## config.mk

```make
export PLATFORM = sky130hd
export DESIGN_NAME = wb_port_arbiter
export DESIGN_NICKNAME = d
export VERILOG_FILES = /design/src/rtl/wb_pkg.sv /design/src/rtl/wb_late_fifo.sv /design/src/rtl/wb_port_arbiter.sv
export SDC_FILE = /design/constraint.sdc
export NUM_CORES = 1
export LEC_CHECK = 0
export CAP_MARGIN = 20
export CELL_PAD_IN_SITES_DETAIL_PLACEMENT = 1
export CELL_PAD_IN_SITES_GLOBAL_PLACEMENT = 1
export CORE_UTILIZATION = 30
export DETAILED_ROUTE_END_ITERATION = 8
export PLACE_DENSITY = 0.75
export SETUP_SLACK_MARGIN = 0.15
export SYNTH_ARGS = -nofsm -noshare
export SYNTH_HDL_FRONTEND = slang
export SYNTH_SLANG_ARGS = --single-unit
```

## constraint.sdc

```tcl
create_clock -name clk -period 3.1 [get_ports clk]
set_input_delay 0.93 -clock clk [delete_from_list [all_inputs] [get_ports clk]]
set_output_delay 0.93 -clock clk [all_outputs]
set_load 0.01 [all_outputs]
```

## src/rtl/wb_pkg.sv

```systemverilog
// Shared types and constants for the GRF write-port arbiter.
package wb_pkg;

  localparam int unsigned PC_W   = 32;
  localparam int unsigned ADDR_W = 5;
  localparam int unsigned DATA_W = 32;

  localparam logic [ADDR_W-1:0] REG_ZERO = 5'd0;

  typedef struct packed {
    logic [PC_W-1:0]   pc;
    logic [ADDR_W-1:0] addr;
    logic [DATA_W-1:0] data;
    logic              live;
  } wb_entry_t;

endpackage

```

## src/rtl/wb_late_fifo.sv

```systemverilog
// Storage and pointers for buffered late (MDU/CP0) register writes.
module wb_late_fifo
  import wb_pkg::*;
#(
  parameter int unsigned DEPTH = 2
) (
  input  logic              clk,
  input  logic              reset,
  input  logic              push,
  input  wb_entry_t         push_entry,
  input  logic              pop,
  input  logic              squash,
  input  logic [ADDR_W-1:0] squash_addr,
  output wb_entry_t         head,
  output logic              empty,
  output logic              full,
  output logic              any_live
);

  localparam int unsigned PTR_W = $clog2(DEPTH);
  localparam int unsigned CNT_W = $clog2(DEPTH + 1);

  wb_entry_t          mem [DEPTH];
  logic [PTR_W-1:0]   wr_ptr;
  logic [PTR_W-1:0]   rd_ptr;
  logic [CNT_W-1:0]   count;

  assign head  = mem[rd_ptr];
  assign empty = (count == '0);
  assign full  = (count == CNT_W'(DEPTH));

  // Popped slots drop their live bit so any_live reflects only resident entries.
  always_comb begin
    any_live = 1'b0;
    for (int unsigned i = 0; i < DEPTH; i++) begin
      any_live = any_live | mem[i].live;
    end
  end

  // Squash hits resident entries only; the slot being pushed is written last.
  always_ff @(posedge clk or negedge reset) begin
    if (!reset) begin
      for (int unsigned i = 0; i < DEPTH; i++) begin
        mem[i] <= '0;
      end
      wr_ptr <= '0;
      rd_ptr <= '0;
      count  <= '0;
    end else begin
      for (int unsigned i = 0; i < DEPTH; i++) begin
        if (squash && mem[i].live && (mem[i].addr == squash_addr)) begin
          mem[i].live <= 1'b0;
        end
      end
      if (pop) begin
        mem[rd_ptr].live <= 1'b0;
        rd_ptr           <= rd_ptr + PTR_W'(1);
      end
      if (push) begin
        mem[wr_ptr] <= push_entry;
        wr_ptr      <= wr_ptr + PTR_W'(1);
      end
      unique case ({push, pop})
        2'b10:   count <= count + CNT_W'(1);
        2'b01:   count <= count - CNT_W'(1);
        default: count <= count;
      endcase
    end
  end

endmodule

```

## src/rtl/wb_port_arbiter.sv

```systemverilog
// Arbitrates the single GRF write port between the W stage and buffered late writes.
// Optional trace output is enabled by defining WB_ARB_TRACE_EN.
module wb_port_arbiter
  import wb_pkg::*;
#(
  parameter int unsigned DEPTH        = 2,
  parameter int unsigned STARVE_LIMIT = 4
) (
  input  logic              clk,
  input  logic              reset,
  input  logic              w_we,
  input  logic [PC_W-1:0]   w_pc,
  input  logic [ADDR_W-1:0] w_addr,
  input  logic [DATA_W-1:0] w_data,
  input  logic              s_valid,
  output logic              s_ready,
  input  logic [PC_W-1:0]   s_pc,
  input  logic [ADDR_W-1:0] s_addr,
  input  logic [DATA_W-1:0] s_data,
  output logic              stall_w,
  output logic              grf_we,
  output logic [PC_W-1:0]   grf_pc,
  output logic [ADDR_W-1:0] grf_addr,
  output logic [DATA_W-1:0] grf_data,
  output logic              pending
);

  localparam int unsigned SC_W = $clog2(STARVE_LIMIT + 1);

  wb_entry_t        head;
  wb_entry_t        push_entry;
  logic             fifo_empty;
  logic             fifo_full;
  logic             any_live;
  logic             push;
  logic             pop;
  logic             w_eff;
  logic             head_wr;
  logic [SC_W-1:0]  starve_cnt;

  assign push_entry = '{pc: s_pc, addr: s_addr, data: s_data, live: 1'b1};

  assign s_ready = !fifo_full;
  assign push    = s_valid && s_ready;
  assign stall_w = !fifo_empty && head.live && (starve_cnt == SC_W'(STARVE_LIMIT));
  assign w_eff   = reset && w_we && (w_addr != REG_ZERO) && !stall_w;
  assign pop     = reset && !w_eff && !fifo_empty;
  assign head_wr = pop && head.live && (head.addr != REG_ZERO);
  assign pending = any_live;

  wb_late_fifo #(
    .DEPTH (DEPTH)
  ) u_fifo (
    .clk         (clk),
    .reset       (reset),
    .push        (push),
    .push_entry  (push_entry),
    .pop         (pop),
    .squash      (w_eff),
    .squash_addr (w_addr),
    .head        (head),
    .empty       (fifo_empty),
    .full        (fifo_full),
    .any_live    (any_live)
  );

  // W stage has priority; the buffered head only gets idle port cycles.
  always_comb begin
    grf_we   = 1'b0;
    grf_pc   = '0;
    grf_addr = '0;
    grf_data = '0;
    if (w_eff) begin
      grf_we   = 1'b1;
      grf_pc   = w_pc;
      grf_addr = w_addr;
      grf_data = w_data;
    end else if (head_wr) begin
      grf_we   = 1'b1;
      grf_pc   = head.pc;
      grf_addr = head.addr;
      grf_data = head.data;
    end
  end

  // Counts how long a waiting head has been denied the port.
  always_ff @(posedge clk or negedge reset) begin
    if (!reset) begin
      starve_cnt <= '0;
    end else if (pop || fifo_empty) begin
      starve_cnt <= '0;
    end else if (starve_cnt != SC_W'(STARVE_LIMIT)) begin
      starve_cnt <= starve_cnt + SC_W'(1);
    end
  end

`ifdef WB_ARB_TRACE_EN
  always_ff @(posedge clk) begin
    if (grf_we) begin
      $display("@%h: $%d <= %h", grf_pc, grf_addr, grf_data);
    end
  end
`else
  // Trace disabled: no simulation output.
`endif

endmodule

```

==> results.json <==
{
  "critPathCaptureType": "primary output",
  "critPathLaunch": "w_addr[0]",
  "cpMaxStageDelayCell": "or4_4",
  "core-area_um2": 24600,
  "grt_pass1_vias": 6065,
  "num_antenna_cells": 0,
  "ys_ff_latch": 147,
  "start_kind": "primary input",
  "initial_core_util_pct": 31.0,
  "power_density_nw_per_um2": 893,
  "place_congestion": 0.727,
  "synth_edf_count": 0,
  "crit_chain": "buf_6 -> or4_4 -> o211ai_4 -> nand4_4 -> buf_12 -> buf_16 -> buf_8 -> buf_6 -> buf_6 -> o2bb2ai_4 -> buf_6",
  "vias": 5515,
  "fin_nets": 950,
  "clock_path_buffers": 2,
  "grt.overflow.total": 0,
  "synth_cell_types": 37,
  "peakVddDrop_uv": 303,
  "cts_root_buf": "clkbuf_16",
  "cap_viol_max_count": 0,
  "wl_met3_um": 805,
  "cts_tree": "built",
  "violations": "negative setup slack",
  "status": "complete, but fails checks",
  "yosysSeqAreaShare_pct": 48.3,
  "fin_total_pwr_w": 0.0104,
  "synthFlopType": "dfrtp_1",
  "critPathMaxStageDelay_ns": 0.57,
  "tightest_slew_ns": 0.927,
  "drt_wl_total_um": 22200,
  "regArea_um2": 3680,
  "dieArea_um2": 26000,
  "ant_nets": 0,
  "wire_per_inst_um": 19.4,
  "crit_top_cell": "buf_6",
  "avgSynthCellArea_um2": 14.4,
  "antenna_found_initial": 0,
  "leakagePower_nw": 4.98,
  "r2r_start": "u_fifo.rd_ptr",
  "critPathRequiredTime_ns": 2.17,
  "maxSlewViolCount": 0,
  "synth-warning-count": 0,
  "h-tree-depth": 4,
  "route.met2.wl_um": 11300,
  "routed.top_layer": "met4",
  "drt-met1-wl_um": 9800,
  "syn_nets": 674,
  "period_minus_slack_ns": 3.79,
  "rr_worst_depth": 5,
  "dp_cells": 1067,
  "grt_pass1_wl_um": 34000,
  "reg2reg_to": "u_fifo.mem[70]",
  "hold_violations": 0,
  "die_w_um": 161,
  "synth-async-reset-ratio_pct": 100,
  "maxSlewHeadroom_pct": 38.2,
  "finalCritPeriodShare_pct": 122,
  "viasPerCell": 4.83,
  "cp.arrival_ns": 2.86,
  "rsz0062_at_grt": "true",
  "clkLatencyLatePin_ns": 0.43,
  "syn2layout_area_growth_pct": 52.3,
  "hold_path_class": "register to register",
  "grt_use_total_pct": 16.9,
  "grt_max_degree": 73,
  "clock_skew_ns": 0.0113,
  "first_pass_iters": 4,
  "multi_input_area_um2": 3970,
  "fin_ws_ns": -0.687,
  "io-pin-count": 215,
  "max_freq_mhz": 264,
  "worstSetupPathType": "primary input to primary output",
  "ff2ff_setup_slack_ns": 0.98,
  "netlist_area_um2": 7620,
  "holdBufCountCts": 0,
  "portBuffers": 214,
  "fillers": 2494,
  "rows": 57,
  "layout-drive-gt1-share_pct": 48.9,
  "drc": 0,
  "setup_viol": 70,
  "die_h_um": 161,
  "crit_fanout": 2,
  "synthCells": 529,
  "post-dp-hpwl_um": 13800,
  "cts_buffers": 17,
  "cts.clk_slew.worst_paths_ns": 0.06,
  "cts.sinks": 147,
  "stdcell_count": 1142,
  "critPathCapture": "grf_data[10]",
  "drt_iter0_drc": 125
}
## area by class of cell
type,count,share of cell area (%)
multi-input cells,342,34.2
flip-flops and latches,147,31.7
repair buffers,292,25.4
clock buffers,17,3.67
well taps,324,3.49
clock inverters,15,1.39
inverters,5,0.162
## synthesized netlist by cell type (2+ instances only)
cell type / n / share of area, %
a31o_1: 2 / 0.23
buf_1: 7 / 0.34
buf_2: 8 / 0.53
buf_6: 8 / 1.2
clkbuf_1: 12 / 0.59
dfrtp_1: 147 / 48
ha_1: 3 / 0.49
inv_1: 5 / 0.25
mux2_2: 138 / 20
mux2i_1: 71 / 9.3
nand2_1: 6 / 0.30
nand3_1: 5 / 0.33
nor2_1: 7 / 0.34
nor3_1: 4 / 0.26
o211ai_1: 2 / 0.20
o2bb2ai_1: 10 / 1.1
o2bb2ai_2: 60 / 12
or4_1: 2 / 0.20
xnor2_1: 14 / 1.6
## how the worst min path moves through the flow
stage / from / end / slack [ns] / cells after the start
floorplan: u_fifo.count[1] / u_fifo.count[1] / 0.46 / 1
global placement: u_fifo.mem[111] / u_fifo.mem[111] / 0.49 / 1
detailed placement: u_fifo.mem[108] / u_fifo.mem[108] / 0.49 / 1
CTS: u_fifo.mem[108] / u_fifo.mem[108] / 0.51 / 1
global route: u_fifo.mem[88] / u_fifo.mem[88] / 0.52 / 1
finish: u_fifo.mem[123] / u_fifo.mem[123] / 0.50 / 1
## worst max-delay path: cells and delay by family
kind | cells | cell delay, ns
simple gates | 2 | 0.72
buf+inv | 7 | 0.85
compound gates | 2 | 0.36
## registers in the layout, summed over array words and instances, names as in the netlist
name           cells
u_fifo.mem       140
starve_cnt         3
u_fifo.count       2
u_fifo.rd_ptr      1
u_fifo.wr_ptr      1
## where the power goes
part           internal (W)  switching [W]
combinational       0.00261        0.00220
sequential          0.00291       0.000545
clock               0.00115       0.000939
total               0.00667        0.00369
## per-layer routing
layer  global-route usage (%)  vias to the layer above
met2                     28.3                      118
met1                     21.9                     2831
met4                     4.76                        0
li1                         -                     2547
met5                        0                        -
met3                     3.78                       19
## cell usage in the layout, fill, tap and decap left out, types with 12 or more instances in the layout
master,netlist,routed
dfrtp_1,147,146
mux2i_1,71,70
o2bb2ai_4,0,13
buf_6,8,35
buf_2,8,54
xnor2_1,14,14
o2bb2ai_2,60,52
buf_12,0,12
clkbuf_16,0,22
clkdlybuf4s50_1,0,138
mux2_2,138,138
buf_4,0,33
## cell families (layout without fill, tap and decap cells)
group | count (synthesis) | in the layout | synth area share (%)
AND/OR/NAND/NOR | 34 | 34 | 2.56
buffers and inverters | 40 | 329 | 2.89
AO/OA/AOI/OAI | 81 | 81 | 14.3
adder cells (fa/ha/maj) | 3 | 3 | 0.493
multiplexers | 209 | 209 | 29.7
XOR/XNOR | 15 | 15 | 1.72
flip-flops | 147 | 147 | 48.3
## stage by stage
step           area [µm²]  hold slack (ns)  setup WS, ns  util [%]  setup TNS (ns)
6_report            11600            0.505        -0.687      47.2          -36.27
4_1_cts             11100            0.508        -0.790      45.1          -35.18
3_3_place_gp        10400            0.486         -1.09      42.3          -73.07
3_5_place_dp        10400            0.493         -1.12      42.3          -74.99
2_1_floorplan        7670            0.465       -0.0937         -           -5.92
5_1_grt             11600            0.515        -0.729      47.2          -39.57
## what timing repair did
action                     4_1_cts  5_1_grt
pin swaps                       12       21
cloned                           5        6
setup endpoints to repair       71       71
buffers inserted                15       17
resized for setup              289       68
Note: power is estimated with default switching activity, not from simulation.
